$ cat src/rtl/robo_nav_ctrl.sv
// Wall-following navigation controller: decodes head/left/under/barrier sensors into
// advance/rotate/U-turn/debris-clear actions, with spin/jam detection and a coded sticky fault.
module robo_nav_ctrl #(
  parameter int ROT_CYCLES      = 2,
  parameter int UTURN_CYCLES    = 4,
  parameter int CLEAR_CYCLES    = 3,
  parameter int MAX_TURNS       = 4,
  parameter int MAX_CLEAR_RETRY = 2
) (
  input  logic                               clk,
  input  logic                               reset,
  input  logic                               start,
  input  logic                               stop,
  input  logic                               clear_fault,
  input  logic                               head,
  input  logic                               left,
  input  logic                               under,
  input  logic                               barrier,
  output logic                               avancar,
  output logic                               girar,
  output logic                               recolher_entulho,
  output logic [2:0]                         state,
  output logic                               halted,
  output logic [2:0]                         fault,
  output logic [$clog2(MAX_TURNS+1)-1:0]     turn_count
);

  localparam int MAX_DUR = (ROT_CYCLES > UTURN_CYCLES)
                           ? ((ROT_CYCLES > CLEAR_CYCLES) ? ROT_CYCLES : CLEAR_CYCLES)
                           : ((UTURN_CYCLES > CLEAR_CYCLES) ? UTURN_CYCLES : CLEAR_CYCLES);
  localparam int TW  = $clog2(MAX_DUR) + 1;
  localparam int TCW = $clog2(MAX_TURNS + 1);
  localparam int CCW = $clog2(MAX_CLEAR_RETRY + 1) + 1;

  localparam logic [2:0] F_NONE  = 3'd0;
  localparam logic [2:0] F_HOLE  = 3'd1;
  localparam logic [2:0] F_BLOCK = 3'd2;
  localparam logic [2:0] F_SPIN  = 3'd3;
  localparam logic [2:0] F_JAM   = 3'd4;

  typedef enum logic [2:0] {
    IDLE    = 3'd0,
    ADVANCE = 3'd1,
    ROTATE  = 3'd2,
    CLEAR   = 3'd3,
    UTURN   = 3'd4,
    HALT    = 3'd5
  } state_t;

  state_t         state_q, state_next;
  logic [TW-1:0]  timer_q, timer_next;
  logic [TCW-1:0] turn_q, turn_next;
  logic [CCW-1:0] clear_q, clear_next;
  logic [2:0]     fault_q, fault_next;

  always_ff @(posedge clk or posedge reset) begin
    if (reset) begin
      state_q <= IDLE;
      timer_q <= '0;
      turn_q  <= '0;
      clear_q <= '0;
      fault_q <= F_NONE;
    end else begin
      state_q <= state_next;
      timer_q <= timer_next;
      turn_q  <= turn_next;
      clear_q <= clear_next;
      fault_q <= fault_next;
    end
  end

  // Decision D is evaluated only when the current state is ready to hand over, then
  // filtered through the turn-limit and clear-retry guards before being committed.
  always_comb begin
    logic   apply_d;
    state_t dec_state;
    logic [2:0] dec_fault;

    state_next = state_q;
    timer_next = timer_q;
    turn_next  = turn_q;
    clear_next = clear_q;
    fault_next = fault_q;
    apply_d    = 1'b0;
    dec_state  = IDLE;
    dec_fault  = F_NONE;

    case (state_q)
      IDLE:    apply_d = start;
      ADVANCE: apply_d = 1'b1;
      ROTATE, UTURN, CLEAR: begin
        if (timer_q == '0) apply_d = 1'b1;
        else               timer_next = timer_q - TW'(1);
      end
      HALT: begin
        if (clear_fault) begin
          state_next = IDLE;
          fault_next = F_NONE;
          timer_next = '0;
          turn_next  = '0;
          clear_next = '0;
        end
      end
      default: state_next = IDLE;
    endcase

    if (under)               begin dec_state = HALT; dec_fault = F_HOLE;  end
    else if (head && barrier) begin dec_state = HALT; dec_fault = F_BLOCK; end
    else if (barrier)        dec_state = CLEAR;
    else if (!head)          dec_state = ADVANCE;
    else if (!left)          dec_state = ROTATE;
    else                     dec_state = UTURN;

    if (apply_d) begin
      state_next = dec_state;
      fault_next = F_NONE;
      timer_next = '0;
      case (dec_state)
        HALT: fault_next = dec_fault;
        ADVANCE: turn_next = '0;
        ROTATE, UTURN: begin
          if (turn_q == TCW'(MAX_TURNS)) begin
            state_next = HALT;
            fault_next = F_SPIN;
          end else begin
            turn_next  = turn_q + TCW'(1);
            timer_next = (dec_state == ROTATE) ? TW'(ROT_CYCLES - 1) : TW'(UTURN_CYCLES - 1);
          end
        end
        CLEAR: begin
          if (state_q != CLEAR) begin
            clear_next = '0;
            timer_next = TW'(CLEAR_CYCLES - 1);
          end else if (clear_q == CCW'(MAX_CLEAR_RETRY)) begin
            state_next = HALT;
            fault_next = F_JAM;
          end else begin
            clear_next = clear_q + CCW'(1);
            timer_next = TW'(CLEAR_CYCLES - 1);
          end
        end
        default: ;
      endcase
    end

    if (stop && state_q != HALT) begin
      state_next = IDLE;
      fault_next = F_NONE;
      timer_next = '0;
      turn_next  = '0;
      clear_next = '0;
    end
  end

  assign avancar          = (state_q == ADVANCE);
  assign girar            = (state_q == ROTATE) || (state_q == UTURN);
  assign recolher_entulho = (state_q == CLEAR);
  assign halted           = (state_q == HALT);
  assign state            = state_q;
  assign fault            = fault_q;
  assign turn_count       = turn_q;

endmodule
$ cat config.mk
export PLATFORM = sky130hd
export DESIGN_NAME = robo_nav_ctrl
export DESIGN_NICKNAME = d
export VERILOG_FILES = /design/src/rtl/robo_nav_ctrl.sv
export SDC_FILE = /design/constraint.sdc
export NUM_CORES = 1
export LEC_CHECK = 0
export CORE_ASPECT_RATIO = 0.75
export CORE_MARGIN = 2
export CORE_UTILIZATION = 50
export CTS_BUF_LIST = sky130_fd_sc_hd__clkbuf_4
export CTS_CLUSTER_SIZE = 20
export DETAILED_ROUTE_END_ITERATION = 6
export PLACE_DENSITY_LB_ADDON = 0.08
export SYNTH_ARGS = -nofsm -noshare
export SYNTH_HDL_FRONTEND = slang
export SYNTH_SLANG_ARGS = --single-unit
$ cat constraint.sdc
create_clock -name clk -period 2 [get_ports clk]
set_input_delay 0.4 -clock clk [delete_from_list [all_inputs] [get_ports clk]]
set_output_delay 0.4 -clock clk [all_outputs]
set_load 0.02 [all_outputs]
==> flow_summary.toml, run 1 <==
[setup_path]
arrival_ns = 2.07
critPathBufInv = 1
end_kind = "register"
crit_chain = "inv_1 > ha_1 > ha_2 > o21bai_1 > a221oi_1 > o22ai_1 > a22o_1"
critPathMaxStageDelay_ns = 0.39
critPathTopFamily = "compound AO/OA/AOI/OAI gates"
crit_type = "register to register"
critPathSlowestCell = "dfrtp_1"
cp_max_fo = 6
required_ns = 2.18
start_kind = "register"

[timing]
tns_ns = 0
fin_ws_ns = 0.107
final_max_slew_viol_count = 0
whs_ns = 0.462
max_freq_mhz = 528
fin_skew_ns = 0.00251
hold_viol_final = 0
finalSetupViolations = 0
period_minus_slack_ns = 1.89
worstMarginPinSlew_ns = 0.563
period_share = 0.946
slew_headroom = 0.624
rsz0062_at_grt = "false"

[synth]
synth_seq_area_share = 0.317
synth_area_um2 = 1180
postSynth.asyncResetShare = 1.00
synth_top_area_share = 0.317
syn_inst = 128
avgSynthCellArea_um2 = 9.25
yosysMostFrequentCell = "dfrtp_1"
synth_flop_cell = "dfrtp_1"
synth_seq_cells = 15
netlist_top_cells_count = "dfrtp_1, inv_1, nor2_1"
synth_cell_type_count = 49
syn_nets = 143
synthTopCellsByArea = "dfrtp_1, ha_1, inv_1"
yosys_warnings = 0
yosysTopAreaCell = "dfrtp_1"
synth_edf_count = 0

[cts]
postCtsSetupBuffers = 0
cts_sinks = 15
numCtsBuffers = 3
cts_resized = 4
cts_tree = "built"
clock_latency_ns = 0.29
cts_max_level = 1
clockRootBuffer = "clkbuf_4"
hold_buffers = 0
cts_buffer_depth = 2
path_clk_slew_ns = 0.09

[worst_hold_path]
hold_class = "input pin to async pin"

[routing]
firstDrtPassIters = 4
vias = 1049
drt-total-wl_um = 2850
drtAntennaViolNets = 0
via_per_inst = 5.41
routedWlPerCell_um = 14.7
drc_errors = 0
drt_iter0_drc = 53

[power_and_ir_drop]
report.power.total_uw = 1560
p_leak_uw = 0.000695
power_density_nw_per_um2 = 1020
intPower_uw = 887
p_clk_frac = 0.111
power.switching_uw = 677
vdd.ir_drop.worst_v = 0.000650
pwr-share-seq = 0.283
p_comb_frac = 0.606
switching_share = 0.433

[finish]
layout-drive-gt1-share = 0.219
diodes = 0
seq_area_um2 = 375
fillers = 198
multi_input_area_um2 = 728
final_nets = 176
fin_cells = 194
areaGrowthSynthToFinish_pct = 29.2

[placed_design]
hpwl_um = 2280
place_ws_ns = -0.00220
numPortBuffers = 21
place.gp.congestion = 0.864
dpl.cell_count = 190

[floorplan]
die_w_um = 60.2
rows = 15
io_pins = 22
design.core.area_um2 = 2270
initial_core_util = 0.521
die_area_um2 = 2780
die_h_um = 46.1

[grt]
grt_pass1_wl_um = 4680
grt_overflow_total = 0
grt_pass1_vias = 988
grt_start_max_net_pins = 16
antenna_found_initial = 0
grt.total_usage = 0.232

[flow_run]
cap_violations = 0

[status]
status = "finished, final reports clean"
-- worst register-to-register path, stage by stage, from the launching register on --
cell,delay [ns]
dfrtp_1,0.39
inv_1,0.08
ha_1,0.15
ha_2,0.24
o21bai_1,0.08
a221oi_1,0.36
o22ai_1,0.20
a22o_1,0.27
-- power groups by stage --
stage | clock [uW] | combinational (uW) | sequential (uW)
floorplan | 0 | 622 | 461
global placement | 0 | 912 | 445
detailed placement | 0 | 930 | 450
CTS | 182 | 917 | 443
global route | 197 | 1030 | 455
finish | 174 | 948 | 443
-- metal layers --
metal  track usage  vias to the layer above  part of all wire
met5             0                        -                 0
met3        0.0618                        2             0.029
met1         0.337                      501              0.50
met4        0.0133                        0            0.0025
li1              -                      531                 -
met2         0.361                       15              0.47
-- area by class of cell --
type	instances	share of cell area
multi-input combinational	94	0.476
sequential	15	0.245
timing repair buffer	35	0.203
inverter	12	0.0295
tap	34	0.0278
clock buffer	3	0.0147
clock inverter	1	0.00327
-- placed cells by master (no fill, tap or decap), types with 3 or more instances in the layout --
cell type / n
nand2_1: 8
ha_1: 5
nand3_1: 4
nor2_1: 12
nand2b_1: 3
dlygate4sd2_1: 4
nor3_1: 4
nor2b_1: 4
o22ai_1: 3
o21ai_0: 5
clkbuf_4: 3
a22o_1: 3
buf_4: 14
clkdlybuf4s50_1: 17
inv_1: 12
nand3b_1: 4
dfrtp_1: 15
-- flip-flops by register name (all words and copies together), names as in the netlist --
signal,cells
turn_count,3
fault,3
timer_q,3
clear_q,3
state,3
-- through the flow --
| stage | util | area, um2 |
|---|---|---|
| 3_3_place_gp | 0.657 | 1490 |
| 2_1_floorplan | - | 1180 |
| 5_1_grt | 0.673 | 1530 |
| 3_5_place_dp | 0.657 | 1490 |
| 6_report | 0.673 | 1530 |
| 4_1_cts | 0.667 | 1510 |
-- final timing paths --
kind | to | cells after the start | startpoint | slack [ns]
max | fault[1] | 7 | timer_q[0] | 0.11
min | timer_q[1] | 2 | reset | 0.46
max reg2reg | fault[1] | 7 | timer_q[0] | 0.11
min reg2reg | timer_q[2] | 2 | timer_q[2] | 0.49
max in group asynchronous | state[0] | 2 | reset | 1.17
min in group clk | timer_q[2] | 2 | timer_q[2] | 0.49
-- cell families after synthesis --
family                   Yosys count  share of synthesized area
AO/OA/AOI/OAI                     35                      0.257
adder cells (fa/ha/maj)            6                     0.0634
buffers and inverters             19                     0.0803
flip-flops                        15                      0.317
multiplexers                       1                    0.00846
AND/OR/NAND/NOR                   52                      0.274
(Power assumes the default switching activity.)
==> inputs of run 2 (changes only) <==
- SLEW_MARGIN: not set -> 10
==> results of run 2 <==
Same layout as run 1: the final DEF is identical, and so are final timing and power.
==> inputs of run 3 (changes only) <==
- CORE_MARGIN: 2 -> not set
- REMOVE_ABC_BUFFERS: not set -> 1
==> run 3 against run 2 <==
Compared with the run above: worst setup slack worse by 0.046 ns; critical endpoint is now state[0]; fmax is 2.4% lower; design area is 0.41% lower; via count is 4.7% higher; first-iteration DRC count is 1.9% higher; power is 0.40% lower; clock power is 8% higher; worst hold slack worse by 0.0066 ns; combinational power is 5.3% lower; die area is 7.5% lower; non-clock buffer count stayed put.
==> flow_summary.toml, run 3 (synthesis results as in run 1) <==
[floorplan]
rows = 14
die_w_um = 58.2
initial_core_util = 0.558
design.core.area_um2 = 2120
io_pins = 22
die_area_um2 = 2570
die_h_um = 44.1

[timing]
max_freq_mhz = 516
period_minus_slack_ns = 1.94
period_share = 0.969
finalSetupViolations = 0
hold_viol_final = 0
worstMarginPinSlew_ns = 0.562
tns_ns = 0
final_max_slew_viol_count = 0
slew_headroom = 0.625
rsz0062_at_grt = "false"
fin_skew_ns = 0.00288

[routing]
drtAntennaViolNets = 0
drt_iter0_drc = 54
firstDrtPassIters = 5
drc_errors = 0
vias = 1098
drt-total-wl_um = 2810
via_per_inst = 5.72
routedWlPerCell_um = 14.6

[grt]
grt.total_usage = 0.252
antenna_found_initial = 0
grt_start_max_net_pins = 16
busiest_layer = "met2"
grt_pass1_vias = 1002
grt_overflow_total = 0
grt_use_met2 = 0.379
gr-usage-met3 = 0.0614
grt_pass1_wl_um = 4900
grt_util_met1 = 0.379

[setup_path]
cp_max_fo = 9
crit_path_start = "state[0]"
crit_chain = "buf_4 > clkdlybuf4s50_1"
ff2ff_setup_slack_ns = 0.14
required_ns = 1.60
reg2reg_from = "timer_q[0]"
critPathSlowestCell = "clkdlybuf4s50_1"
r2r_cells = 7
critPathMaxStageDelay_ns = 0.59
arrival_ns = 1.54
start_kind = "register"
crit_type = "register to primary output"
r2r_end = "fault[1]"
end_kind = "primary output"
critical_path.endpoint = "state[0]"

[finish]
mostFrequentLayoutCells = "clkdlybuf4s50_1, buf_4, nor2_1, inv_1, dfrtp_1"
fillers = 162
layout_commonest_cell = "clkdlybuf4s50_1"
diodes = 0
fin_util = 0.718
multi_input_area_um2 = 717
final_nets = 176
seq_area_um2 = 379
fin_area_um2 = 1520
areaGrowthSynthToFinish_pct = 28.6
layout-drive-gt1-share = 0.231

[placed_design]
place.gp.congestion = 0.949
dpl_cell_area_um2 = 1490
hpwl_um = 2220
numPortBuffers = 21

[power_and_ir_drop]
power_density_nw_per_um2 = 1020
report.power.total_uw = 1560
p_leak_uw = 0.000687
vdd.ir_drop.worst_v = 0.000794

[cts]
cts_tree = "built"
cts_buffer_depth = 2
clockRootBuffer = "clkbuf_4"
cts_sinks = 15
postCtsSetupBuffers = 0
path_clk_slew_ns = 0.09
cts_max_level = 1
numCtsBuffers = 3
clock_latency_ns = 0.29

[flow_run]
cap_violations = 0

[worst_hold_path]
hold_class = "input pin to async pin"

[status]
status = "finished, final reports clean"
## run 3: how the worst min path moves through the flow
stage                            end  slack, ns       start
after detailed placement  timer_q[2]       0.48  timer_q[2]
after global placement    timer_q[2]       0.46  timer_q[2]
after global routing        fault[0]       0.52       reset
after floorplan           clear_q[0]       0.30       reset
after CTS                 clear_q[1]       0.48       reset
final                       fault[2]       0.46       reset
## run 3: critical path: cells and delay by family, from the launching register on
kind                   cells  cell delay (ns)
DFF                        1             0.49
buffers and inverters      2             0.76
## run 3: per-stage QoR
| stage | std cells | worst slack (ns) | hold slack [ns] |
|---|---|---|---|
| global placement | 188 | 0.0367 | 0.458 |
| finish | 192 | 0.0614 | 0.455 |
| floorplan | 121 | 0.222 | 0.301 |
| global route | 192 | 0.0213 | 0.517 |
| detailed placement | 188 | 0.00831 | 0.477 |
| CTS | 192 | 0.0675 | 0.479 |
## run 3: power by group
group          leakage, uW  switching, uW  internal [uW]
combinational     0.000470            473            425
sequential        0.000199            102            371
clock            0.0000184           96.5           91.1
## run 3: final cells by class
class / instances / area share
well taps: 32 / 0.0263
flip-flops and latches: 15 / 0.249
clock buffers: 4 / 0.0197
repair buffers: 35 / 0.205
multi-input cells: 94 / 0.471
inverters: 12 / 0.0296
## run 3: timing repair
action,in CTS,in global routing
resized for setup,7,4
pin swaps,0,0
endpoints found under the setup margin,5,12
hold buffers,0,0
## run 3: routing by layer
metal  vias to the layer above  share of wire
met5                         -              0
met4                         0         0.0064
met3                         4          0.063
met2                        38           0.43
met1                       513           0.50
li1                        543              -
